File: src/rtl/eth_frame_tx.sv
// eth_frame_tx : byte-serial Ethernet frame transmitter.
//
// Builds one frame per accepted START: 14-byte header (DST, SRC, EtherType),
// LEN payload bytes pulled through pay_req/pay_dat, zero padding up to
// MIN_LEN bytes, an optional 4-byte FCS, then an inter-frame gap of IFG
// byte slots with FRM low. Every byte advance is qualified by tx_cke.
//
// Optional feature: define ETH_TX_FCS_EN to append the CRC-32 FCS. Without
// it the frame ends at the last payload/pad byte and no CRC logic exists.
//
// Ports
//   clk            master clock
//   rst_n          asynchronous active-low reset
//   tx_cke         byte-rate clock enable
//   start          single-cycle request to send one frame
//   dst_mac        destination MAC, captured on START acceptance
//   ethtype        EtherType/length, captured on START acceptance
//   len            payload byte count, captured (clamped to 1500)
//   pay_dat        payload byte, valid whenever pay_req is high
//   pay_req        combinational: payload byte consumed this cycle
//   busy           high from START acceptance until the gap completes
//   out_eth_stream {CKE, FRM, DAT[7:0]} registered output stream
module eth_frame_tx #(
  parameter logic [47:0] SRC_MAC = 48'h00_21_70_9D_2D_4D,
  parameter int          IFG     = 12,
  parameter int          MIN_LEN = 60
) (
  input  logic        clk,
  input  logic        rst_n,
  input  logic        tx_cke,
  input  logic        start,
  input  logic [47:0] dst_mac,
  input  logic [15:0] ethtype,
  input  logic [10:0] len,
  input  logic [7:0]  pay_dat,
  output logic        pay_req,
  output logic        busy,
  output logic [9:0]  out_eth_stream
);

  typedef enum logic [2:0] {IDLE, HDR, PAY, PAD, FCS, GAP} state_t;

  localparam logic [10:0] MIN_L    = 11'(MIN_LEN);
  localparam logic [10:0] MAX_PAY  = 11'd1500;
  localparam logic [15:0] GAP_LAST = 16'(IFG - 1);

`ifdef ETH_TX_FCS_EN
  localparam state_t POST_DATA = FCS;
`else
  localparam state_t POST_DATA = GAP;
`endif

  state_t      state;
  logic [47:0] dst_q;
  logic [15:0] type_q;
  logic [10:0] len_q;
  logic [10:0] cnt;       // index of the next byte to emit within the frame
  logic [15:0] gap_cnt;
  logic [10:0] pay_end;   // index of the last header/payload byte
  logic [10:0] data_last; // index of the last byte covered by the FCS
  logic        cur_frm;
  logic [7:0]  cur_dat;

  function automatic logic [10:0] clamp_len(input logic [10:0] l);
    return (l > MAX_PAY) ? MAX_PAY : l;
  endfunction

  // Header byte idx of {dst, SRC_MAC, ethtype}, most significant byte first.
  function automatic logic [7:0] hdr_byte(input logic [3:0] idx,
                                          input logic [47:0] d,
                                          input logic [15:0] t);
    logic [111:0] h;
    h = {d, SRC_MAC, t} << {idx, 3'b000};
    return h[111:104];
  endfunction

  assign pay_end   = 11'd13 + len_q;
  assign data_last = (pay_end >= MIN_L - 11'd1) ? pay_end : MIN_L - 11'd1;
  assign pay_req   = tx_cke && (state == PAY);

`ifdef ETH_TX_FCS_EN
  logic [31:0] crc;
  logic        data_emit;
  logic [10:0] fcs_off;

  // Reflected CRC-32 (poly 0x04C11DB7 reversed = 0xEDB88320), one byte.
  function automatic logic [31:0] crc_next(input logic [31:0] c,
                                           input logic [7:0] b);
    logic [31:0] r;
    r = c ^ {24'h000000, b};
    for (int i = 0; i < 8; i++)
      r = r[0] ? ((r >> 1) ^ 32'hEDB88320) : (r >> 1);
    return r;
  endfunction

  // FCS byte k is the inverted CRC, least significant byte first.
  function automatic logic [7:0] fcs_byte(input logic [31:0] c,
                                          input logic [1:0] k);
    logic [31:0] s;
    s = ~c >> {k, 3'b000};
    return s[7:0];
  endfunction

  assign data_emit = tx_cke && ((state == IDLE && busy) || state == HDR ||
                                state == PAY || state == PAD);
  assign fcs_off   = cnt - data_last - 11'd1;

  always_ff @(posedge clk or negedge rst_n) begin
    if (!rst_n)
      crc <= 32'h0;
    else if (start && !busy)
      crc <= 32'hFFFFFFFF;
    else if (data_emit)
      crc <= crc_next(crc, cur_dat);
  end
`endif

  // Byte presented to the output register on the next enabled edge.
  always_comb begin
    cur_frm = 1'b0;
    cur_dat = 8'h00;
    case (state)
      IDLE: if (busy) begin
        cur_frm = 1'b1;
        cur_dat = hdr_byte(cnt[3:0], dst_q, type_q);
      end
      HDR: begin
        cur_frm = 1'b1;
        cur_dat = hdr_byte(cnt[3:0], dst_q, type_q);
      end
      PAY: begin
        cur_frm = 1'b1;
        cur_dat = pay_dat;
      end
      PAD: cur_frm = 1'b1;
`ifdef ETH_TX_FCS_EN
      FCS: begin
        cur_frm = 1'b1;
        cur_dat = fcs_byte(crc, fcs_off[1:0]);
      end
`endif
      default: ;
    endcase
  end

  // Control FSM and registered output stream
  always_ff @(posedge clk or negedge rst_n) begin
    if (!rst_n) begin
      state          <= IDLE;
      busy           <= 1'b0;
      out_eth_stream <= 10'h000;
      dst_q          <= 48'h0;
      type_q         <= 16'h0;
      len_q          <= 11'h0;
      cnt            <= 11'h0;
      gap_cnt        <= 16'h0;
    end else begin
      out_eth_stream[9] <= tx_cke;
      if (tx_cke)
        out_eth_stream[8:0] <= {cur_frm, cur_dat};

      if (start && !busy) begin
        busy    <= 1'b1;
        dst_q   <= dst_mac;
        type_q  <= ethtype;
        len_q   <= clamp_len(len);
        cnt     <= 11'h0;
        gap_cnt <= 16'h0;
      end else if (tx_cke) begin
        case (state)
          IDLE: if (busy) begin
            cnt   <= 11'd1;
            state <= HDR;
          end
          HDR: begin
            cnt <= cnt + 11'd1;
            if (cnt == 11'd13) begin
              if (cnt == data_last)  state <= POST_DATA;
              else if (len_q != 0)   state <= PAY;
              else                   state <= PAD;
            end
          end
          PAY: begin
            cnt <= cnt + 11'd1;
            if (cnt == pay_end)
              state <= (cnt == data_last) ? POST_DATA : PAD;
          end
          PAD: begin
            cnt <= cnt + 11'd1;
            if (cnt == data_last)
              state <= POST_DATA;
          end
`ifdef ETH_TX_FCS_EN
          FCS: begin
            cnt <= cnt + 11'd1;
            if (cnt == data_last + 11'd4)
              state <= GAP;
          end
`endif
          GAP: begin
            gap_cnt <= gap_cnt + 16'd1;
            if (gap_cnt == GAP_LAST) begin
              state <= IDLE;
              busy  <= 1'b0;
              cnt   <= 11'h0;
            end
          end
          default: state <= IDLE;
        endcase
      end
    end
  end

endmodule

File: config.mk
export PLATFORM = sky130hd
export DESIGN_NAME = eth_frame_tx
export DESIGN_NICKNAME = d
export VERILOG_FILES = /design/src/rtl/eth_frame_tx.sv
export SDC_FILE = /design/constraint.sdc
export NUM_CORES = 1
export LEC_CHECK = 0
export CAP_MARGIN = 20
export CORE_MARGIN = 4
export CORE_UTILIZATION = 49
export CTS_CLUSTER_DIAMETER = 200
export DETAILED_ROUTE_END_ITERATION = 12
export GPL_TIMING_DRIVEN = 0
export PLACE_DENSITY = 0.77
export SYNTH_ARGS = -nofsm -noshare
export SYNTH_HDL_FRONTEND = slang
export SYNTH_SLANG_ARGS = --single-unit
File: constraint.sdc
create_clock -name clk -period 2.35 [get_ports clk]
set_clock_uncertainty 0.1 [all_clocks]
set_input_delay 0.3525 -clock clk [delete_from_list [all_inputs] [get_ports clk]]
set_output_delay 0.3525 -clock clk [all_outputs]
set_load 0.02 [all_outputs]
### After elaboration in Yosys (flattened, before gate mapping)

Index checks and enable logic that the tools add are counted.

* flip-flop bits (word level): 116
* latch bits: 0
* RAM bits: 0
* memory bits (read-only): 0
* logic and storage cells: 72
* memories kept: 0

* add/sub/neg operators: 3
* multipliers: 0
* divide/modulo/power cells: 0
* $lt $le $gt $ge: 2
* eq/ne operators: 15
* shift-type cells: 1
* mux-type cells: 27
* bitwise operators: 1
* reduce and logical (&&, ||, !) cells: 14

Operator list (count)
* 112-bit by 7-bit << shifter with 112-bit output: 1
* 11-bit 2-to-1 mux: 6
* 16-bit 2-to-1 mux: 3
* 11-bit one-hot mux with 3 select lines: 1
* 8-bit one-hot mux with 3 select lines: 1
* 11-bit == test: 2
* 3-bit 2-to-1 mux: 7
* 16-bit by 1-bit adder with 16-bit output, second input constant: 1
* 16-bit by 4-bit == test with 1-bit output, second input constant: 1
* 3-bit one-hot mux with 5 select lines: 1
* 11-bit by 1-bit adder with 11-bit output, second input constant: 1
* 4-bit by 11-bit adder with 11-bit output, first input constant: 1
* 11-bit by 4-bit == test with 1-bit output, second input constant: 1
* 11-bit by 6-bit greater-or-equal comparator with 1-bit output, second input constant: 1
* 11-bit > comparator, second input constant: 1
* 11-bit nonzero test: 1
* 8-bit 2-to-1 mux: 1
* 2-bit inequality test, second input constant: 4
* 7-bit AND reduction: 1
* 3-bit by 2-bit == test with 1-bit output, second input constant: 2
* 1-bit 2-to-1 mux: 6
* 3-bit inequality test, second input constant: 2
* 2-bit nonzero test: 3
* 4-bit AND reduction: 1
* 12 further kinds: 13

### Longest topological paths before layout

Gate-level depths: netlist of the first run.

* depth in word-level cells: 7
* mapped depth: 10

### Worst setup path before layout of the first run

Ideal clock, no wire load.

* path type: reg-to-reg
* from: register len_q[1]
* to: register state[1]
* library setup time: 0.121 ns
* arrival time: 2.261 ns
* data required time: 2.129 ns
* slack: -0.132 ns
* stages on the path, launching flop included: 10
* path buffers: 1
* period minus slack after synthesis: 2.482 ns
* cell sequence: dfrtp_1 > ha_1 > or3_4 > buf_6 > xnor2_2 > a31oi_1 > or4b_1 > o31ai_2 > a21oi_1 > o22a_1

* word-level cells in the longest chain between the ends: 7
* elaborated cells on any way between the ends: 13
* classes of those cells: add/sub (1); order compare (1); eq/ne (4); mux (6); reduce/logical (1)

Ends and longest elaborated chain
* from (decl): RTL line 56 `logic [10:0] len_q;`
* from (signal assigned): RTL line 166 `len_q <= clamp_len(len);`
* 4-bit by 11-bit adder with 11-bit output *: RTL line 77 `assign pay_end = 11'd13 + len_q;`
* 11-bit by 6-bit greater-or-equal comparator with 1-bit output: RTL line 78 `assign data_last = (pay_end >= MIN_L - 11'd1) ? pay_end : MIN_L - 11'd1;`
* 11-bit 2-to-1 mux: RTL line 78
* 11-bit == test: RTL line 178, 186, 190
* 3-bit 2-to-1 mux, on equally long branches: RTL line 186, 178
* 3-bit 2-to-1 mux, on equally long branches: RTL line 185, 177
* 3-bit one-hot mux with 5 select lines: RTL line 170 `case (state)`
* to (signal assigned): RTL line 186 `state <= (cnt == data_last) ? POST_DATA : PAD;`
* to (decl): RTL line 53 `state_t state;`

Mark *: on every way between the ends. The rest lies on a longest branch, timed or not. The select of a mux whose other input is x is not followed.
A chain may end at the register's enable or synchronous reset.

### Worst setup path after layout of the first run

Same ends and word-level chain as after synthesis.

==> out/metrics.yaml, run 1 <==
critical_path:
  path_cells: "ha_4 > or3_4 > xnor2_2 > a31oi_2 > or4b_4 > o31ai_4 > a21oi_1 > o22a_1"
  crit_path_end_kind: "flip-flop"
  path_class: "flip-flop to flip-flop"
  r2r_start: "len_q[1]"
  reg2reg_to: "state[1]"
  worstSetupStartpointType: "flip-flop"
  cp.arrival_ns: 2.66
  path_depth: 8
  reg2reg_slack_ns: -0.11
  cp_slowest_stage_delay_ns: 0.52
  cp_max_fo: 6
  cp-endpoint: "state[1]"
  ff2ff_path_depth: 8
  worst-endpoint-required_ns: 2.56
  critPathBufInv: 0
  cpLargestDelayFamily: "simple AND/OR/NAND/NOR gates"
  cp_slowest_cell: "or4b_4"
  crit_start: "len_q[1]"
detailed_routing:
  drt_wl_total_mm: 16.71
  ant_nets: 0
  vias: 5504
  wl_per_cell_um: 16.95
  drc: 0
  drt_pass1_iterations: 5
  drt_iter0_markers: 379
  viasPerCell: 5.582
logic_synthesis:
  synth_edf_count: 0
  synth.avg_cell_area_um2: 8.844
  synth_seq_area_share_pct: 47.64
  syn_nets: 785
  synth_ff_type: "dfrtp_1"
  synthCells: 689
  ys_seq_elements: 116
  async_flop_share_pct: 100.0
  yosysTopAreaCell: "dfrtp_1"
  synth_area_leaders: "dfrtp_1, nand2_1, mux4_2"
  ys_types: 64
  yosys_warnings: 0
  netlist_area_um2: 6093
  synth_top_area_share_pct: 47.64
die:
  rows: 40
  ios: 99
  die_w_um: 119.5
  die-area_um2: 14280
  die_h_um: 119.5
  core_um2: 12110
  start_util_pct: 50.31
job:
  cap_violations: 0
finish:
  final_util_pct: 67.01
  syn2layout_area_growth_pct: 33.20
  fin_nets: 902
  insertedDiodeCount: 0
  fillers: 976
  final_layout_size_suffix_gt1_share_pct: 13.45
clock_tree:
  tritoncts: "built"
  htree_levels: 4
  root_buffer: "clkbuf_16"
  insertion_delay_ns: 0.43
  cts_num_sinks: 116
  cts_buffers: 17
  clk_pin_slew_worst_paths_ns: 0.06
  clk_path_buf_depth: 2
place:
  place_ws_ns: -0.5270
  place_hpwl_mm: 11.73
  gp_congestion: 0.8846
  numPortBuffers: 98
power_and_ir_drop:
  p_int_mw: 4.490
  switchingPower_mw: 2.001
  peakVddDrop_mv: 0.5780
  power_leakage_nw: 3.713
  clkPwrFrac_pct: 39.5
  seq_power_share_pct: 35.0
  netSwitchingFraction_pct: 30.83
  power.density_nw_per_um2: 799.8
  power_mw: 6.492
  power_frac_comb_pct: 25.5
sta:
  fin_ws_ns: -0.1068
  worst_pin_slew_ns: 0.7439
  rsz0062_at_grt: "true"
  fin_crit_ns: 2.457
  max_freq_mhz: 407.0
  max_slew_margin_pct: 50.07
  slew_violations: 0
  setup_viol: 3
  hold_viol_final: 0
  fin_crit_sh_pct: 104.5
grt:
  grt_overflow: 0
  grt_pass1_vias: 5558
  grt_pass1_wl_mm: 27.03
  grt_max_degree: 70
  grt_antenna_before_repair: 0
  grt_usage_pct: 23.96
run_status:
  outcome: "complete, but fails checks"
  violations: "negative setup slack"
worst_hold_path:
  hp-class: "primary input to asynchronous set/reset pin"
[state kept, by name, summed over array words and instances (netlist names)]
name,flops
gap_cnt,16
out_eth_stream,10
cnt,11
len_q,11
state,3
dst_q,48
type_q,16
busy,1
[stage by stage]
step           cells  hold slack, ns  setup TNS [ns]  area [um^2]
2_1_floorplan    689        -0.04309        -0.06217         6120
3_3_place_gp     955          0.3498         -424.95         7311
3_5_place_dp     956          0.2178          -19.58         7340
4_1_cts          987          0.3422         -0.2658         7991
5_1_grt          986          0.3617         -0.4393         8117
6_report         986          0.3335         -0.1858         8117
[cell families (layout without fill, tap and decap cells)]
kind of cell / after synthesis / count (layout) / synth area share (%)
AO/OA/AOI/OAI: 115 / 115 / 12.77
XOR/XNOR: 25 / 25 / 3.717
adder cells (fa/ha/maj): 10 / 10 / 2.012
buffers and inverters: 56 / 185 / 3.881
flip-flops: 116 / 116 / 47.64
multiplexers: 24 / 24 / 5.750
AND/OR/NAND/NOR: 343 / 343 / 24.23
[worst min-delay path by stage]
stage                     start  slack [ns]   endpoint
global route        dst_mac[24]        0.36  dst_q[24]
finish                    rst_n        0.33   len_q[9]
detailed placement        rst_n        0.22   len_q[9]
CTS                       rst_n        0.34   len_q[9]
global placement      dst_q[44]        0.35  dst_q[44]
floorplan                 rst_n       -0.04       busy
[layout by cell type (no fill, tap or decap), types with 6 or more instances in the layout]
cell	netlist	final
a21o_1	6	6
a21oi_1	22	20
a22oi_1	7	7
and3_1	14	12
clkbuf_1	30	19
clkbuf_16	0	17
clkbuf_2	1	8
clkdlybuf4s50_1	0	96
dfrtp_1	116	114
ha_1	9	6
inv_1	11	10
mux2_2	8	8
mux2i_1	8	7
mux4_2	8	8
nand2_1	228	228
nand3_1	13	12
nand4_1	10	10
nor2_1	41	39
nor3_1	12	9
o21ai_0	33	31
o22a_1	7	7
xnor2_1	6	6
xor2_1	18	17
[worst reg2reg max path: cells and delay by family (launching register included)]
kind / cells / cell delay, ns
and+or+nand+nor: 2 / 0.90
AOI/OAI and AO/OA: 4 / 0.57
DFF: 1 / 0.43
adders and majority gates: 1 / 0.18
xor gates and xnor gates: 1 / 0.17
[Yosys cell counts (all sizes together) (4+ instances only)]
library cell / count
xnor2: 7
clkbuf: 31
nand2: 228
nor2: 41
nand4: 10
dfrtp: 116
buf: 11
inv: 11
a31oi: 4
a21oi: 22
a221oi: 4
a22oi: 7
o211ai: 4
mux2: 8
o31ai: 4
o22a: 7
mux4: 8
o21ai: 34
mux2i: 8
a221o: 4
nor3: 13
a21o: 6
nand3: 13
and3: 14
ha: 9
xor2: 18
[final cells by class]
| type | instances | area (um^2) | share of cell area (%) |
|---|---|---|---|
| Buffer | 39 | 188.9 | 2.328 |
| Timing Repair Buffer | 101 | 1032 | 12.72 |
| Clock buffer | 19 | 452.9 | 5.580 |
| Inverter | 14 | 57.56 | 0.7091 |
| Sequential cell | 116 | 2905 | 35.79 |
| Multi-Input combinational cell | 517 | 3139 | 38.68 |
| Clock inverter | 12 | 130.1 | 1.603 |
| Tap cell | 168 | 210.2 | 2.590 |
[routing by layer]
metal / GRT usage [%] / routed length, um / vias to the layer above
li1: - / - / 2588
met1: 30.09 / 6969 / 2701
met2: 39.94 / 8420 / 178
met3: 5.278 / 803 / 37
met4: 10.52 / 517 / 0
met5: 0 / 0 / -
[power by group through the flow]
stage | Clock (mW) | Combinational, mW | Sequential, mW
final | 2.56 | 1.66 | 2.27
after global routing | 2.68 | 1.80 | 2.29
after CTS | 2.58 | 1.58 | 2.27
after detailed placement | 0 | 1.53 | 2.30
after global placement | 0 | 1.49 | 2.30
after floorplan | 0 | 0.901 | 2.32
[repair_timing]
| item | in CTS | in global routing |
|---|---|---|
| setup endpoints to repair | 41 | 21 |
| pin swaps | 6 | 6 |
| resized for setup | 24 | 39 |
| hold buffers | 1 | 0 |
| buffers inserted | 1 | 0 |
| hold endpoints to repair | 47 | 0 |
No activity file was read; power rests on OpenSTA's default activity.
==> run 2: changes to the inputs <==
--- a/config.mk
+++ b/config.mk
@@ -11,7 +11,7 @@
 export CTS_CLUSTER_DIAMETER = 200
 export DETAILED_ROUTE_END_ITERATION = 12
 export GPL_TIMING_DRIVEN = 0
-export PLACE_DENSITY = 0.77
+export PLACE_DENSITY_LB_ADDON = 0.25
 export SYNTH_ARGS = -nofsm -noshare
 export SYNTH_HDL_FRONTEND = slang
 export SYNTH_SLANG_ARGS = --single-unit
==> run 2 against run 1 <==
The flow still finishes with violations (negative setup slack). Sequential cell count stayed put. Wire length is 1.3% higher. Die area stayed put. Sequential share of layout area hardly changed. Global-route usage is 0.45 points higher. Clock power is 6% higher. Count of clock-buffer cells in the layout is 5 higher. Non-clock buffer count is 1 higher. Sequential power hardly changed. Critical endpoint unchanged. Highest routed layer unchanged.
==> out/metrics.yaml, run 2 (synthesis results as in run 1) <==
run_status:
  outcome: "complete, but fails checks"
  violations: "negative setup slack"
critical_path:
  cp.arrival_ns: 2.68
  cp_slowest_stage_delay_ns: 0.57
  cp_slowest_cell: "or4b_4"
  worstSetupStartpointType: "flip-flop"
  cp_max_fo: 6
  crit_path_end_kind: "flip-flop"
  worst-endpoint-required_ns: 2.55
  critPathBufInv: 0
  path_cells: "ha_4 > or3_4 > xnor2_2 > a31oi_2 > or4b_4 > o31ai_4 > a21oi_1 > o22a_1"
  cpLargestDelayFamily: "simple AND/OR/NAND/NOR gates"
  path_class: "flip-flop to flip-flop"
detailed_routing:
  drt_pass1_iterations: 5
  drt_iter0_markers: 374
  ant_nets: 0
  wl_per_cell_um: 17.14
  drt_wl_total_mm: 16.94
  vias: 5531
  drc: 0
  viasPerCell: 5.598
die:
  die-area_um2: 14280
  core_um2: 12110
  die_h_um: 119.5
  rows: 40
  die_w_um: 119.5
  start_util_pct: 50.31
  ios: 99
place:
  place_hpwl_mm: 11.90
  numPortBuffers: 98
  place_ws_ns: -0.5446
  gp_congestion: 0.8748
finish:
  insertedDiodeCount: 0
  final_layout_size_suffix_gt1_share_pct: 12.32
  largest_reg_flops: 48
  most-common-layout-cells: "nand2_1, dfrtp_1, clkdlybuf4s50_1"
  syn2layout_area_growth_pct: 33.14
  top_regs: "dst_q (48), gap_cnt (16), type_q (16)"
  ff_latch_area_um2: 2905
  layout_commonest_cell: "nand2_1"
  regMostFlops: "dst_q"
  fin_nets: 903
  fillers: 988
  multi_input_area_um2: 3093
power_and_ir_drop:
  power_leakage_nw: 3.747
  power.density_nw_per_um2: 818.5
  power_mw: 6.640
  netSwitchingFraction_pct: 29.58
  seq_power_share_pct: 34.3
  peakVddDrop_mv: 0.5852
  p_int_mw: 4.676
  switchingPower_mw: 1.964
  power_frac_comb_pct: 24.9
  clkPwrFrac_pct: 40.8
sta:
  setup_viol: 4
  fin_crit_ns: 2.476
  slew_violations: 0
  fin_ws_ns: -0.1261
  fin_crit_sh_pct: 105.4
  hold_viol_final: 0
  rsz0062_at_grt: "true"
  max_slew_margin_pct: 54.52
  worst_pin_slew_ns: 0.6776
  max_freq_mhz: 403.9
clock_tree:
  tritoncts: "built"
  clk_path_buf_depth: 2
  root_buffer: "clkbuf_16"
  htree_levels: 4
  cts_num_sinks: 116
  cts_buffers: 17
  insertion_delay_ns: 0.42
  clk_pin_slew_worst_paths_ns: 0.05
grt:
  grt_overflow: 0
  grt_antenna_before_repair: 0
  grt_pass1_wl_mm: 27.65
  grt_max_degree: 76
  grt_usage_pct: 24.41
  grt_pass1_vias: 5616
job:
  cap_violations: 0
worst_hold_path:
  hp-class: "primary input to asynchronous set/reset pin"
run 2: worst reg2reg max path: stages (launching register included):
cell and delay [ns]:
dfrtp_2 0.42, ha_4 0.18, or3_4 0.38, xnor2_2 0.16, a31oi_2 0.13, or4b_4 0.57
o31ai_4 0.09, a21oi_1 0.11, o22a_1 0.21
run 2: power by group through the flow:
| stage | registers (mW) | clock network, mW | logic [mW] |
|---|---|---|---|
| finish | 2.28 | 2.71 | 1.66 |
| global route | 2.29 | 2.84 | 1.79 |
| CTS | 2.27 | 2.73 | 1.59 |
| detailed placement | 2.30 | 0 | 1.54 |
| global placement | 2.30 | 0 | 1.50 |
| floorplan | 2.32 | 0 | 0.901 |
run 2: metal layers:
layer | global-route usage [%] | vias up | part of all wire [%]
met1 | 30.99 | 2694 | 41
met4 | 11.24 | 0 | 3.2
li1 | - | 2595 | -
met2 | 40.36 | 201 | 50
met3 | 4.901 | 41 | 5.6
met5 | 0 | - | 0
run 2: cell type report:
class | count | share of cell area [%]
multi-input combinational | 517 | 38.12
sequential | 116 | 35.81
timing repair buffer | 102 | 12.74
clock buffer | 24 | 6.184
tap | 168 | 2.591
buffer | 39 | 2.344
clock inverter | 8 | 1.496
inverter | 14 | 0.7094
run 2: worst paths after layout:
| path | startpoint | end | slack [ns] | cells after the start |
|---|---|---|---|---|
| max | len_q[1] | state[1] | -0.13 | 8 |
| min | rst_n | len_q[9] | 0.33 | 2 |
| max reg2reg | len_q[1] | state[1] | -0.13 | 8 |
| min reg2reg | dst_q[44] | dst_q[44] | 0.37 | 2 |
| max in group asynchronous | rst_n | type_q[8] | 1.12 | 3 |
| min in group clk | dst_mac[20] | dst_q[20] | 0.36 | 3 |
run 2: stage by stage:
| step | setup TNS (ns) | hold slack [ns] | cell area (um^2) | std cells | util [%] |
|---|---|---|---|---|---|
| floorplan | -0.06217 | -0.04309 | 6120 | 689 | - |
| global placement | -433.03 | 0.3502 | 7311 | 955 | 60.36 |
| detailed placement | -18.41 | 0.1972 | 7340 | 956 | 60.60 |
| CTS | -0.2882 | 0.3346 | 8026 | 989 | 66.27 |
| global route | -0.8400 | 0.3554 | 8113 | 988 | 66.98 |
| finish | -0.3992 | 0.3288 | 8113 | 988 | 66.98 |
run 2: what timing repair did:
item | in CTS | in global routing
endpoints found under the setup margin | 39 | 14
gates cloned | 0 | 0
endpoints found under the hold margin | 41 | 0
buffers inserted | 2 | 0
pin swaps | 7 | 2
hold buffers | 1 | 0
gates resized for setup | 22 | 27
==> run 3: changes to the inputs <==
--- a/config.mk
+++ b/config.mk
@@ -7,7 +7,7 @@
 export LEC_CHECK = 0
 export CAP_MARGIN = 20
 export CORE_MARGIN = 4
-export CORE_UTILIZATION = 49
+export CORE_UTILIZATION = 54
 export CTS_CLUSTER_DIAMETER = 200
 export DETAILED_ROUTE_END_ITERATION = 12
 export GPL_TIMING_DRIVEN = 0
==> constraint.sdc (replaced) <==
create_clock -name clk -period 2.5 [get_ports clk]
set_clock_uncertainty 0.1 [all_clocks]
set_input_delay 0.375 -clock clk [delete_from_list [all_inputs] [get_ports clk]]
set_output_delay 0.375 -clock clk [all_outputs]
set_load 0.02 [all_outputs]
==> run 3 against run 2 <==
The flow now finishes without violations. Critical path depth is 1 higher. Clock power is 14% lower. Sequential share of layout area is 0.33 points higher. Design area is 0.91% lower. Sequential power is 6% lower. Via count is 1.5% higher. First-iteration DRC count is 24% higher. Sequential cell count stayed put. Combinational power is 7% lower. Cell count is 2.7% lower. Setup slack better by 0.16 ns. Global-route usage is 3.2 points higher.
==> out/metrics.yaml, run 3 (synthesis results as in run 1) <==
run_status:
  outcome: "finished, final reports clean"
finish:
  fin_nets: 904
  largest_reg_flops: 48
  syn2layout_area_growth_pct: 31.93
  fillers: 824
  final_layout_size_suffix_gt1_share_pct: 11.81
  most-common-layout-cells: "nand2_1, dfrtp_1, clkdlybuf4s50_1"
  top_regs: "dst_q (48), gap_cnt (16), type_q (16)"
  layout_commonest_cell: "nand2_1"
  final_area_um2: 8039
  insertedDiodeCount: 0
  regMostFlops: "dst_q"
detailed_routing:
  drc: 0
  viasPerCell: 5.842
  vias: 5614
  drt_wl_total_mm: 17.11
  drt_iter0_markers: 464
  drt_pass1_iterations: 5
  ant_nets: 0
  wl_per_cell_um: 17.80
power_and_ir_drop:
  power_frac_comb_pct: 25.5
  netSwitchingFraction_pct: 31.11
  power_leakage_nw: 3.704
  power.density_nw_per_um2: 748.7
  peakVddDrop_mv: 0.5324
  clkPwrFrac_pct: 38.9
  power_mw: 6.018
  switchingPower_mw: 1.872
  p_int_mw: 4.146
  seq_power_share_pct: 35.5
die:
  rows: 38
  die_h_um: 114.2
  die_w_um: 114.2
  start_util_pct: 55.72
  die-area_um2: 13050
  core_um2: 10940
  ios: 99
sta:
  rsz0062_at_grt: "true"
  fin_ws_ns: 0.03128
  setup_viol: 0
  holdWs_ns: 0.3658
  max_slew_margin_pct: 54.91
  fin_crit_sh_pct: 98.75
  hold_viol_final: 0
  worst_pin_slew_ns: 0.6718
  slew_violations: 0
  max_freq_mhz: 405.1
  fin_crit_ns: 2.469
clock_tree:
  tritoncts: "built"
  clk_path_buf_depth: 2
  htree_levels: 4
  cts_buffers: 17
  clk_pin_slew_worst_paths_ns: 0.05
  root_buffer: "clkbuf_16"
  cts_num_sinks: 116
  insertion_delay_ns: 0.43
critical_path:
  cp_max_fo: 6
  worst-endpoint-required_ns: 2.71
  cp_slowest_cell: "or4b_4"
  cp.arrival_ns: 2.68
  ff2ff_path_depth: 9
  cp_slowest_stage_delay_ns: 0.51
  path_cells: "ha_4 > or3_4 > buf_6 > xnor2_4 > a31oi_4 > or4b_4 > o31ai_4 > a21oi_2 > o22a_1"
  cpLargestDelayFamily: "simple AND/OR/NAND/NOR gates"
  worstSetupStartpointType: "flip-flop"
  path_class: "flip-flop to flip-flop"
  crit_path_end_kind: "flip-flop"
  path_depth: 9
  critPathBufInv: 1
place:
  place_area_um2: 7278
  place_ws_ns: -0.3783
  numPortBuffers: 98
  gp_congestion: 0.8495
  place_hpwl_mm: 11.83
grt:
  grt_usage_pct: 27.56
  grt_pass1_vias: 5792
  grt_max_degree: 67
  grt_pass1_wl_mm: 28.11
  grt_antenna_before_repair: 0
  grt_overflow: 0
worst_hold_path:
  hp-class: "primary input to asynchronous set/reset pin"
job:
  cap_violations: 0
run 3: worst reg2reg max path, delay by kind of cell (launching register included):
kind / cells / cell delay, ns
AOI/OAI and AO/OA: 4 / 0.54
xor gates and xnor gates: 1 / 0.15
and+or+nand+nor: 2 / 0.83
adders and majority gates: 1 / 0.19
buffers and inverters: 1 / 0.15
DFF: 1 / 0.41
run 3: per-layer routing:
| metal | part of all wire, % | vias to the layer above | GRT usage (%) |
|---|---|---|---|
| met3 | 5.7 | 45 | 6.395 |
| met5 | 0 | - | 0 |
| li1 | - | 2602 | - |
| met2 | 51 | 223 | 46.33 |
| met4 | 3.1 | 0 | 12.03 |
| met1 | 40 | 2744 | 34.07 |
run 3: what timing repair did:
action | in CTS | in global routing
endpoints found under the hold margin | 50 | 0
buffers inserted | 1 | 0
setup endpoints to repair | 8 | 33
pin swaps | 4 | 4
hold buffers | 1 | 0
gates resized for setup | 17 | 31
run 3: path summary, 6_finish.rpt:
kind	slack [ns]	from	to
worst max-delay path	0.03	len_q[0]	state[1]
worst min-delay path	0.37	rst_n	len_q[8]
worst max register to register	0.03	len_q[0]	state[1]
worst min register to register	0.37	dst_q[44]	dst_q[44]
max in group asynchronous	1.25	rst_n	dst_q[14]
min in group clk	0.37	dst_q[44]	dst_q[44]
run 3: layout make-up:
class / count / area (um^2) / share of cell area (%)
Multi-Input combinational cell: 517 / 3110 / 38.69
Sequential cell: 116 / 2905 / 36.14
Timing Repair Buffer: 101 / 1026 / 12.76
Clock buffer: 18 / 429.2 / 5.339
Buffer: 41 / 197.7 / 2.459
Tap cell: 140 / 175.2 / 2.179
Clock inverter: 14 / 137.6 / 1.712
Inverter: 14 / 57.56 / 0.7160
run 3: per-stage QoR:
stage	cells	utilization, %	TNS, ns
2_1_floorplan	689	-	0
3_3_place_gp	927	66.29	-401.71
3_5_place_dp	928	66.56	-10.00
4_1_cts	961	72.40	0
5_1_grt	961	73.51	-0.1755
6_report	961	73.51	0
run 3: power groups by stage:
stage | Combinational, mW | Sequential (mW) | Clock, mW
2_1_floorplan | 0.843 | 2.18 | 0
3_3_place_gp | 1.40 | 2.16 | 0
3_5_place_dp | 1.43 | 2.16 | 0
4_1_cts | 1.49 | 2.13 | 2.36
5_1_grt | 1.66 | 2.15 | 2.46
6_report | 1.54 | 2.14 | 2.34
